===== src/rtl/usb_tx_packer.sv =====
// USB transmit byte packer: frames PID, pulled payload and CRC16 into a
// valid/ready byte stream for the bit-level serializer.
module usb_tx_packer #(
  parameter int MAX_IN_PACKET_SIZE = 32
) (
  input  logic       i_clk,
  input  logic       i_rst,
  input  logic       i_txPktBegin,
  input  logic [3:0] i_txPid,
  input  logic       i_txDataAvail,
  output logic       o_txDataGet,
  input  logic [7:0] i_txData,
  output logic       o_txPktEnd,
  output logic       o_byteValid,
  input  logic       i_byteReady,
  output logic [7:0] o_byte,
  output logic       o_byteLast,
  output logic       o_busy
);

  localparam int CW = $clog2(MAX_IN_PACKET_SIZE) + 1;
  localparam logic [CW-1:0] CAP = CW'(MAX_IN_PACKET_SIZE);

  typedef enum logic [2:0] {
    S_IDLE, S_PID, S_DATA_REQ, S_DATA_SEND, S_CRC_LO, S_CRC_HI, S_END
  } state_t;

  state_t          r_state;
  state_t          w_next;
  logic [3:0]      r_pid;
  logic [15:0]     r_crc;
  logic [CW-1:0]   r_count;
  logic [7:0]      r_data;
  logic            w_isData;
  logic            w_start;

  // Reflected USB CRC16 (poly 0xA001), one byte processed LSB first.
  function automatic logic [15:0] crc16_byte(input logic [15:0] crc, input logic [7:0] d);
    logic [15:0] c;
    c = crc ^ {8'h00, d};
    for (int k = 0; k < 8; k++) begin
      c = c[0] ? ((c >> 1) ^ 16'hA001) : (c >> 1);
    end
    return c;
  endfunction

  assign w_isData = (r_pid[1:0] == 2'b11);
  assign w_start  = (r_state == S_IDLE) && i_txPktBegin && (i_txPid != 4'b0000);
  assign o_busy   = (r_state != S_IDLE);

  always_ff @(posedge i_clk) begin
    if (i_rst) begin
      r_state <= S_IDLE;
      r_pid   <= 4'h0;
      r_crc   <= 16'hFFFF;
      r_count <= '0;
      r_data  <= 8'h00;
    end else begin
      r_state <= w_next;
      if (w_start) begin
        r_pid   <= i_txPid;
        r_crc   <= 16'hFFFF;
        r_count <= '0;
      end
      if (o_txDataGet) begin
        r_data <= i_txData;
      end
      if ((r_state == S_DATA_SEND) && i_byteReady) begin
        r_crc   <= crc16_byte(r_crc, r_data);
        r_count <= r_count + 1'b1;
      end
    end
  end

  // Pulls only happen from DATA_REQ, which is always separated by DATA_SEND,
  // so the engine never sees back-to-back get strobes.
  always_comb begin
    w_next      = r_state;
    o_byteValid = 1'b0;
    o_byte      = 8'h00;
    o_byteLast  = 1'b0;
    o_txDataGet = 1'b0;
    o_txPktEnd  = 1'b0;
    case (r_state)
      S_IDLE: begin
        if (w_start) w_next = S_PID;
      end
      S_PID: begin
        o_byteValid = 1'b1;
        o_byte      = {~r_pid, r_pid};
        o_byteLast  = !w_isData;
        if (i_byteReady) w_next = w_isData ? S_DATA_REQ : S_END;
      end
      S_DATA_REQ: begin
        if (r_count == CAP) begin
          w_next = S_CRC_LO;
        end else if (i_txDataAvail) begin
          o_txDataGet = 1'b1;
          w_next      = S_DATA_SEND;
        end else begin
          w_next = S_CRC_LO;
        end
      end
      S_DATA_SEND: begin
        o_byteValid = 1'b1;
        o_byte      = r_data;
        if (i_byteReady) w_next = S_DATA_REQ;
      end
      S_CRC_LO: begin
        o_byteValid = 1'b1;
        o_byte      = ~r_crc[7:0];
        if (i_byteReady) w_next = S_CRC_HI;
      end
      S_CRC_HI: begin
        o_byteValid = 1'b1;
        o_byte      = ~r_crc[15:8];
        o_byteLast  = 1'b1;
        if (i_byteReady) w_next = S_END;
      end
      S_END: begin
        o_txPktEnd = 1'b1;
        w_next     = S_IDLE;
      end
      default: w_next = S_IDLE;
    endcase
  end

endmodule


===== config.mk =====
export PLATFORM = sky130hd
export DESIGN_NAME = usb_tx_packer
export DESIGN_NICKNAME = d
export VERILOG_FILES = /design/src/rtl/usb_tx_packer.sv
export SDC_FILE = /design/constraint.sdc
export NUM_CORES = 1
export LEC_CHECK = 0
export ABC_AREA = 0
export CAP_MARGIN = 40
export CORE_MARGIN = 4
export CORE_UTILIZATION = 59
export CTS_BUF_LIST = sky130_fd_sc_hd__clkbuf_4 sky130_fd_sc_hd__clkbuf_8
export DETAILED_ROUTE_END_ITERATION = 10
export GPL_TIMING_DRIVEN = 0
export PLACE_DENSITY_LB_ADDON = 0.08
export SETUP_SLACK_MARGIN = 0.4
export SYNTH_ARGS = -nofsm -noshare
export SYNTH_HDL_FRONTEND = slang
export SYNTH_SLANG_ARGS = --single-unit

===== constraint.sdc =====
create_clock -name i_clk -period 3.1 [get_ports i_clk]
set_input_delay 0.62 -clock i_clk [delete_from_list [all_inputs] [get_ports i_clk]]
set_output_delay 0.62 -clock i_clk [all_outputs]
set_load 0.01 [all_outputs]

==> run_results.csv, run 1 <==
group,metric,value,unit
status,status,"finished clean",
place,gp_congestion,0.909,
timing,whs,0.484,ns
place,hpwl,3680,um
power,clockPowerShare,0.296,
cells_and_area,n_antenna_cell,0,
critical_path,worst_r2r_startpoint,"r_state[2]",
power,power_frac_seq,0.429,
critical_path,critPathKind,"reg -> out",
cells_and_area,nets,295,
global_route,antenna_found_initial,0,
logic_synthesis,synth.top_cells.by_count,"nand2_1 (39), dfxtp_1 (37), nor2_1 (27)",
floorplan,die_area,4360,um^2
cells_and_area,area_delta_synth_final,24.7,%
global_route,grt_max_degree,13,
global_route,grt_pass1_vias,1902,
critical_path,r2r-end,"r_count[1]",
clocking,cts_tree,"built",
place,placed_area,2330,um^2
clocking,cts_max_path_buffers,2,
logic_synthesis,ys_ff_latch,37,
routing,drc,0,
logic_synthesis,synthArstFlopShare,0,
routing,drt-total-wl,5350,um
logic_synthesis,synth_edf_count,0,
cells_and_area,stdcell_count,321,
logic_synthesis,synth_top_area_share,0.372,
place,port-buffer-count,29,
timing,finalMaxSlewViolations,0,
floorplan,die_x,66.1,um
routing,drt_iter0_markers,171,
timing,fin_crit_sh,0.848,
logic_synthesis,ys_warn_count,0,
logic_synthesis,synthCells,239,
critical_path,critPathLaunchType,"flop",
routing,dr.pass1.iters,4,
clocking,cts.sinks,37,
power,p_leak,0.997,nW
global_route,grt-ovfl-total,0,
cells_and_area,drive_gt1_frac,0.101,
cells_and_area,fin_area,2480,um^2
logic_synthesis,synth_fp_nets,258,
logic_synthesis,ys_top_cells_by_area,"dfxtp_1 (37%), mux2i_1 (8.1%), xnor2_1 (7.9%), nand2_1 (7.4%), nor2_1 (5.1%)",
floorplan,initial_core_util,0.636,
routing,ant_nets,0,
clocking,clockRootBuffer,"clkbuf_4",
logic_synthesis,synth.most_common_cell,"nand2_1",
critical_path,r2r_slack,1.13,ns
floorplan,die_h,66.1,um
logic_synthesis,synth_cell_type_count,42,
critical_path,required,2.48,ns
logic_synthesis,avgSynthCellArea,8.32,um^2
timing,period_needed,2.63,ns
critical_path,crit_path_end_kind,"output pin",
critical_path,cp_max_fo,10,
routing,vias,1911,
global_route,grt_pass1_wl,8960,um
run,max_cap_violations,0,
logic_synthesis,ys.flop_type,"dfxtp_1",
critical_path,critPathCapture,"o_byte[4]",
power,intPower,0.826,mW
timing,maxSlewHeadroom,0.572,
timing,rsz0062_at_grt,"no",
floorplan,io_pins,30,
critical_path,crit_start,"r_state[1]",
routing,via_per_inst,5.95,
worst_hold_path,hp-class,"reg -> reg",
timing,fin_skew,0.0196,ns
floorplan,fp-row-count,20,
critical_path,crit_arrival,2.01,ns
logic_synthesis,synth_area,1990,um^2
power,ir_drop,0.000433,V
critical_path,r2r_cells,7,
power,comb_power_share,0.275,
timing,setup_violations,0,
routing,wl_per_cell,16.7,um
power,p_sw_frac,0.307,
clocking,numCtsBuffers,5,
timing,fmax,380,MHz
clocking,path_clk_slew,0.13,ns
power,p_switching,0.365,mW
global_route,grtUsageTotal,0.273,
timing,finalHoldViolCount,0,
logic_synthesis,yosysSeqAreaShare,0.372,
power,powerDensity,480,nW/um^2
logic_synthesis,synth_top_area_cell,"dfxtp_1",
floorplan,coreArea,3130,um^2
timing,max_slew.worst_pin.slew,0.639,ns
clocking,clk_latency,0.37,ns
place,placed_cells,312,
clocking,cts_max_level,2,
[worst min-delay path by stage]
stage               end  depth (start not counted)       from  slack (ns)
3_5_place_dp   r_crc[2]                          2  r_crc[10]        0.49
6_report       r_crc[2]                          2  r_crc[10]        0.48
5_1_grt        r_crc[2]                          2  r_crc[10]        0.50
3_3_place_gp   r_crc[2]                          2  r_crc[10]        0.47
2_1_floorplan  r_crc[3]                          2  r_crc[11]        0.46
4_1_cts        r_crc[2]                          2  r_crc[10]        0.49
[logic make-up after synthesis]
family          synth area share
compound gates             0.165
xor+xnor                   0.116
fa+ha+maj                 0.0126
buf+inv                   0.0352
flops                      0.372
mux                       0.0862
simple gates               0.213
[per-stage QoR]
stage          setup TNS, ns   util  total power, mW  worst slack (ns)
4_1_cts                    0  0.786             1.19             0.395
3_5_place_dp         -0.0732  0.746            0.830           -0.0732
5_1_grt                    0  0.793             1.24             0.368
6_report                   0  0.793             1.19             0.472
2_1_floorplan              0      -            0.707             0.995
3_3_place_gp         -0.0720  0.746            0.825           -0.0720
[registers in the layout, indices dropped and copies added (netlist names)]
name / count
r_count: 6
r_state: 3
r_data: 8
r_pid: 4
r_crc: 16
[layer usage]
metal,wire length (um),GRT usage,share of wire
met5,0,0,0
met4,167,0.129,0.031
met3,404,0.0629,0.075
met2,2520,0.437,0.47
met1,2260,0.347,0.42
[timing repair]
action                     in CTS  in global routing
hold buffers                    0                  0
buffers inserted                1                  0
gates cloned                    0                  0
setup endpoints to repair      12                  5
pin swaps                       1                  0
hold endpoints to repair        0                  0
resized for setup              24                  9
[cell type report]
class | instances | area [um^2]
clock inverter | 2 | 38.8
buffer | 12 | 82.6
fill | 229 | 648
inverter | 6 | 25.0
tap | 44 | 55.1
multi-input combinational | 184 | 1190
clock buffer | 6 | 45.0
timing repair buffer | 30 | 299
sequential | 37 | 743
[power by group through the flow]
| stage | Combinational (mW) | Clock, mW | Sequential [mW] |
|---|---|---|---|
| 3_3_place_gp | 0.305 | 0 | 0.520 |
| 2_1_floorplan | 0.193 | 0 | 0.514 |
| 5_1_grt | 0.357 | 0.374 | 0.513 |
| 6_report | 0.328 | 0.352 | 0.511 |
| 3_5_place_dp | 0.310 | 0 | 0.520 |
| 4_1_cts | 0.324 | 0.354 | 0.510 |
[cells in the final DEF, fill, tap and decap left out, types with 2 or more instances in the layout]
| master | instances |
|---|---|
| dfxtp_2 | 2 |
| a221oi_1 | 2 |
| clkbuf_1 | 5 |
| mux2i_1 | 16 |
| buf_6 | 2 |
| xnor2_1 | 18 |
| clkdlybuf4s50_1 | 21 |
| o22ai_1 | 9 |
| nor2b_1 | 3 |
| nor3_1 | 3 |
| and2_1 | 2 |
| nand2b_1 | 2 |
| dfxtp_1 | 35 |
| o21ai_0 | 8 |
| and3b_1 | 2 |
| clkbuf_4 | 8 |
| inv_1 | 5 |
| nand2_1 | 39 |
| o211ai_1 | 2 |
| o21ai_1 | 2 |
| xor2_1 | 3 |
| nor2_1 | 27 |
| dlymetal6s2s_1 | 3 |
| buf_4 | 2 |
| ha_1 | 2 |
| a21oi_1 | 14 |
| dlygate4sd2_1 | 5 |
| nand3_1 | 6 |
| a22oi_1 | 4 |
[worst max-delay path, stage by stage, from the launching register on]
cell	delay, ns
dfxtp_1	0.43
buf_4	0.23
inv_4	0.07
nand2_1	0.13
o21ai_1	0.07
a22o_1	0.23
clkdlybuf4s50_1	0.48
Note: power is estimated with default switching activity, not from simulation.
==> run 2, diff against run 1 <==
Settings changed: CORE_UTILIZATION 59 to 50.
Clock period 3.1 ns to 2.2 ns, I/O delays scaled along.
==> run 2 against run 1 <==
Effect of this change:
- hold slack about the same
- die area grew 16%
- highest routed layer unchanged
- sequential cell count stayed put
- largest power group unchanged
- final cell count is 11% higher
- critical path type unchanged
- global-route usage down 2.5 points
- cell area is 21% higher
- clock power up 22%
- sequential share of layout area down 4.9 points
- critical endpoint is now o_txDataGet
- via count grew 10%
==> run_results.csv, run 2 (synthesized netlist as in run 1, its figures left out) <==
group,metric,value,unit
global_route,use_met3,0.0526,
power,powerDensity,619,nW/um^2
cells_and_area,top_regs,"r_crc: 16 flops, r_data: 8 flops, r_count: 6 flops",
timing,whs,0.484,ns
floorplan,fp-row-count,22,
timing,fmax,495,MHz
cells_and_area,multi_input_area,1440,um^2
global_route,grt_max_degree,11,
clocking,cts_tree,"built",
cells_and_area,drive_gt1_frac,0.379,
floorplan,initial_core_util,0.531,
routing,drc,0,
critical_path,cp_max_fo,4,
floorplan,die_h,71.1,um
routing,drt-total-wl,6570,um
critical_path,crit_start,"r_count[1]",
run,max_cap_violations,0,
timing,fin_skew,0.00587,ns
timing,setup_ws,0.181,ns
timing,finalHoldViolCount,0,
worst_hold_path,hp-class,"in -> reg",
cells_and_area,fin_area,3000,um^2
timing,period_needed,2.02,ns
cells_and_area,area_delta_synth_final,51.0,%
power,p_sw_frac,0.322,
global_route,grt_pass1_vias,1971,
clocking,cts_max_path_buffers,2,
global_route,grtUsageMet1,0.323,
routing,drt_iter0_markers,188,
cells_and_area,register_area,754,um^2
routing,ant_nets,0,
critical_path,r2r_slack,0.38,ns
routing,vias,2107,
cells_and_area,largest_reg_flops,16,
timing,maxSlewHeadroom,0.684,
critical_path,required,1.76,ns
power,design_power_total,1.86,mW
place,gp_congestion,0.869,
clocking,cts.sinks,37,
global_route,grt.busiest_layer,"met2",
critical_path,crit_chain,"inv_2 > ha_4 > nor4b_4 > a21boi_2 > and3b_1 > buf_6 > buf_6",
critical_path,crit_path_top_delay_cell,"dfxtp_2",
critical_path,critPathLaunchType,"flop",
power,comb_power_share,0.375,
critical_path,critPathKind,"reg -> out",
cells_and_area,top_register,"r_crc",
cells_and_area,fill_cells,245,
cells_and_area,most-common-layout-cells,"nand2_1 (35), buf_4 (32), dfxtp_1 (28), nor2_1 (24), mux2i_1 (15)",
timing,rsz0062_at_grt,"yes",
routing,via_per_inst,5.90,
floorplan,io_pins,30,
power,p_switching,0.599,mW
place,dp_slack,-0.527,ns
critical_path,max_stage_delay,0.36,ns
routing,dr.pass1.iters,4,
critical_path,crit_path_end_kind,"output pin",
timing,finalMaxSlewViolations,0,
cells_and_area,nets,329,
power,intPower,1.26,mW
clocking,clk_latency,0.28,ns
clocking,path_clk_slew,0.07,ns
timing,setup_violations,0,
critical_path,critPathCapture,"o_txDataGet",
critical_path,r2r-end,"r_data[3]",
floorplan,die_area,5050,um^2
global_route,grtUsageMet2,0.385,
cells_and_area,n_antenna_cell,0,
global_route,antenna_found_initial,0,
power,power_frac_seq,0.393,
cells_and_area,layout.cells.most_common,"nand2_1",
clocking,clockRootBuffer,"clkbuf_8",
clocking,ctsHoldBuffers,0,
global_route,grt-ovfl-total,0,
power,p_leak,1.28,nW
global_route,grtUsageTotal,0.248,
routing,wl_per_cell,18.4,um
power,clockPowerShare,0.232,
status,status,"finished clean",
global_route,grt_pass1_wl,9790,um
place,hpwl,3700,um
clocking,numCtsBuffers,5,
power,ir_drop,0.000472,V
critical_path,r2r_cells,9,
floorplan,coreArea,3740,um^2
floorplan,die_x,71.1,um
critical_path,path_common_cell,"buf_6",
critical_path,crit_arrival,1.58,ns
place,port-buffer-count,29,
clocking,cts_max_level,2,
place,placed_area,2340,um^2
timing,fin_crit_sh,0.918,
critical_path,worst_r2r_startpoint,"r_count[1]",
timing,max_slew.worst_pin.slew,0.471,ns
==> run 2: cell types whose count changed in the layout (fill, tap and decap cells not counted), moves of 6 or more <==
| cell | delta |
|---|---|
| buf_2 | +8 |
| buf_4 | +30 |
| clkbuf_2 | +6 |
| clkbuf_4 | -7 |
| clkdlybuf4s50_1 | -10 |
| dfxtp_1 | -7 |
| dfxtp_2 | +6 |
| o21ai_0 | -6 |
| xnor2_1 | -7 |
==> run 2: worst min-delay path by stage <==
stage	startpoint	endpoint	cells after the start	slack [ns]
after floorplan	r_crc[11]	r_crc[3]	2	0.46
after CTS	r_crc[9]	r_crc[1]	2	0.50
final	i_txPid[0]	r_pid[0]	3	0.48
after global routing	i_txPid[1]	r_pid[1]	3	0.51
after global placement	r_crc[9]	r_crc[1]	2	0.49
after detailed placement	r_crc[9]	r_crc[1]	2	0.49
==> run 2: layout make-up <==
class                           instances  share of cell area
Inverter                                6             0.00916
Clock inverter                          1             0.00167
Timing Repair Buffer                   64               0.174
Multi-Input combinational cell        184               0.479
Buffer                                 12              0.0425
Tap cell                               48              0.0200
Sequential cell                        37               0.251
Clock buffer                            5              0.0229
==> run 2: metrics by stage <==
stage	cells	setup TNS (ns)	utilization
floorplan	239	0	-
global placement	316	-4.89	0.626
detailed placement	316	-4.70	0.626
CTS	339	0	0.728
global route	357	0	0.802
finish	357	0	0.802
==> run 2: timing repair <==
item,CTS,global route
setup endpoints to repair,42,42
gates resized for setup,106,50
pin swaps,13,21
gates cloned,2,0
buffers inserted,15,18
==> run 2: routing by layer <==
metal  vias up  part of all wire
met2       103              0.46
met5         -                 0
li1        968                 -
met1      1003              0.42
met4         0             0.051
met3        33             0.067
==> run 2: power by group through the flow <==
stage,Sequential [mW],Clock [mW],Combinational [mW]
finish,0.732,0.431,0.697
global route,0.732,0.467,0.737
CTS,0.725,0.440,0.555
detailed placement,0.733,0,0.437
global placement,0.733,0,0.436
floorplan,0.724,0,0.274
==> run 2: worst max-delay path: cells and delay by family, from the launching register on <==
family / cells / cell delay (ns)
adders and majority gates: 1 / 0.15
and+or+nand+nor: 2 / 0.32
buffers and inverters: 3 / 0.25
DFF: 1 / 0.36
AOI/OAI and AO/OA: 1 / 0.21
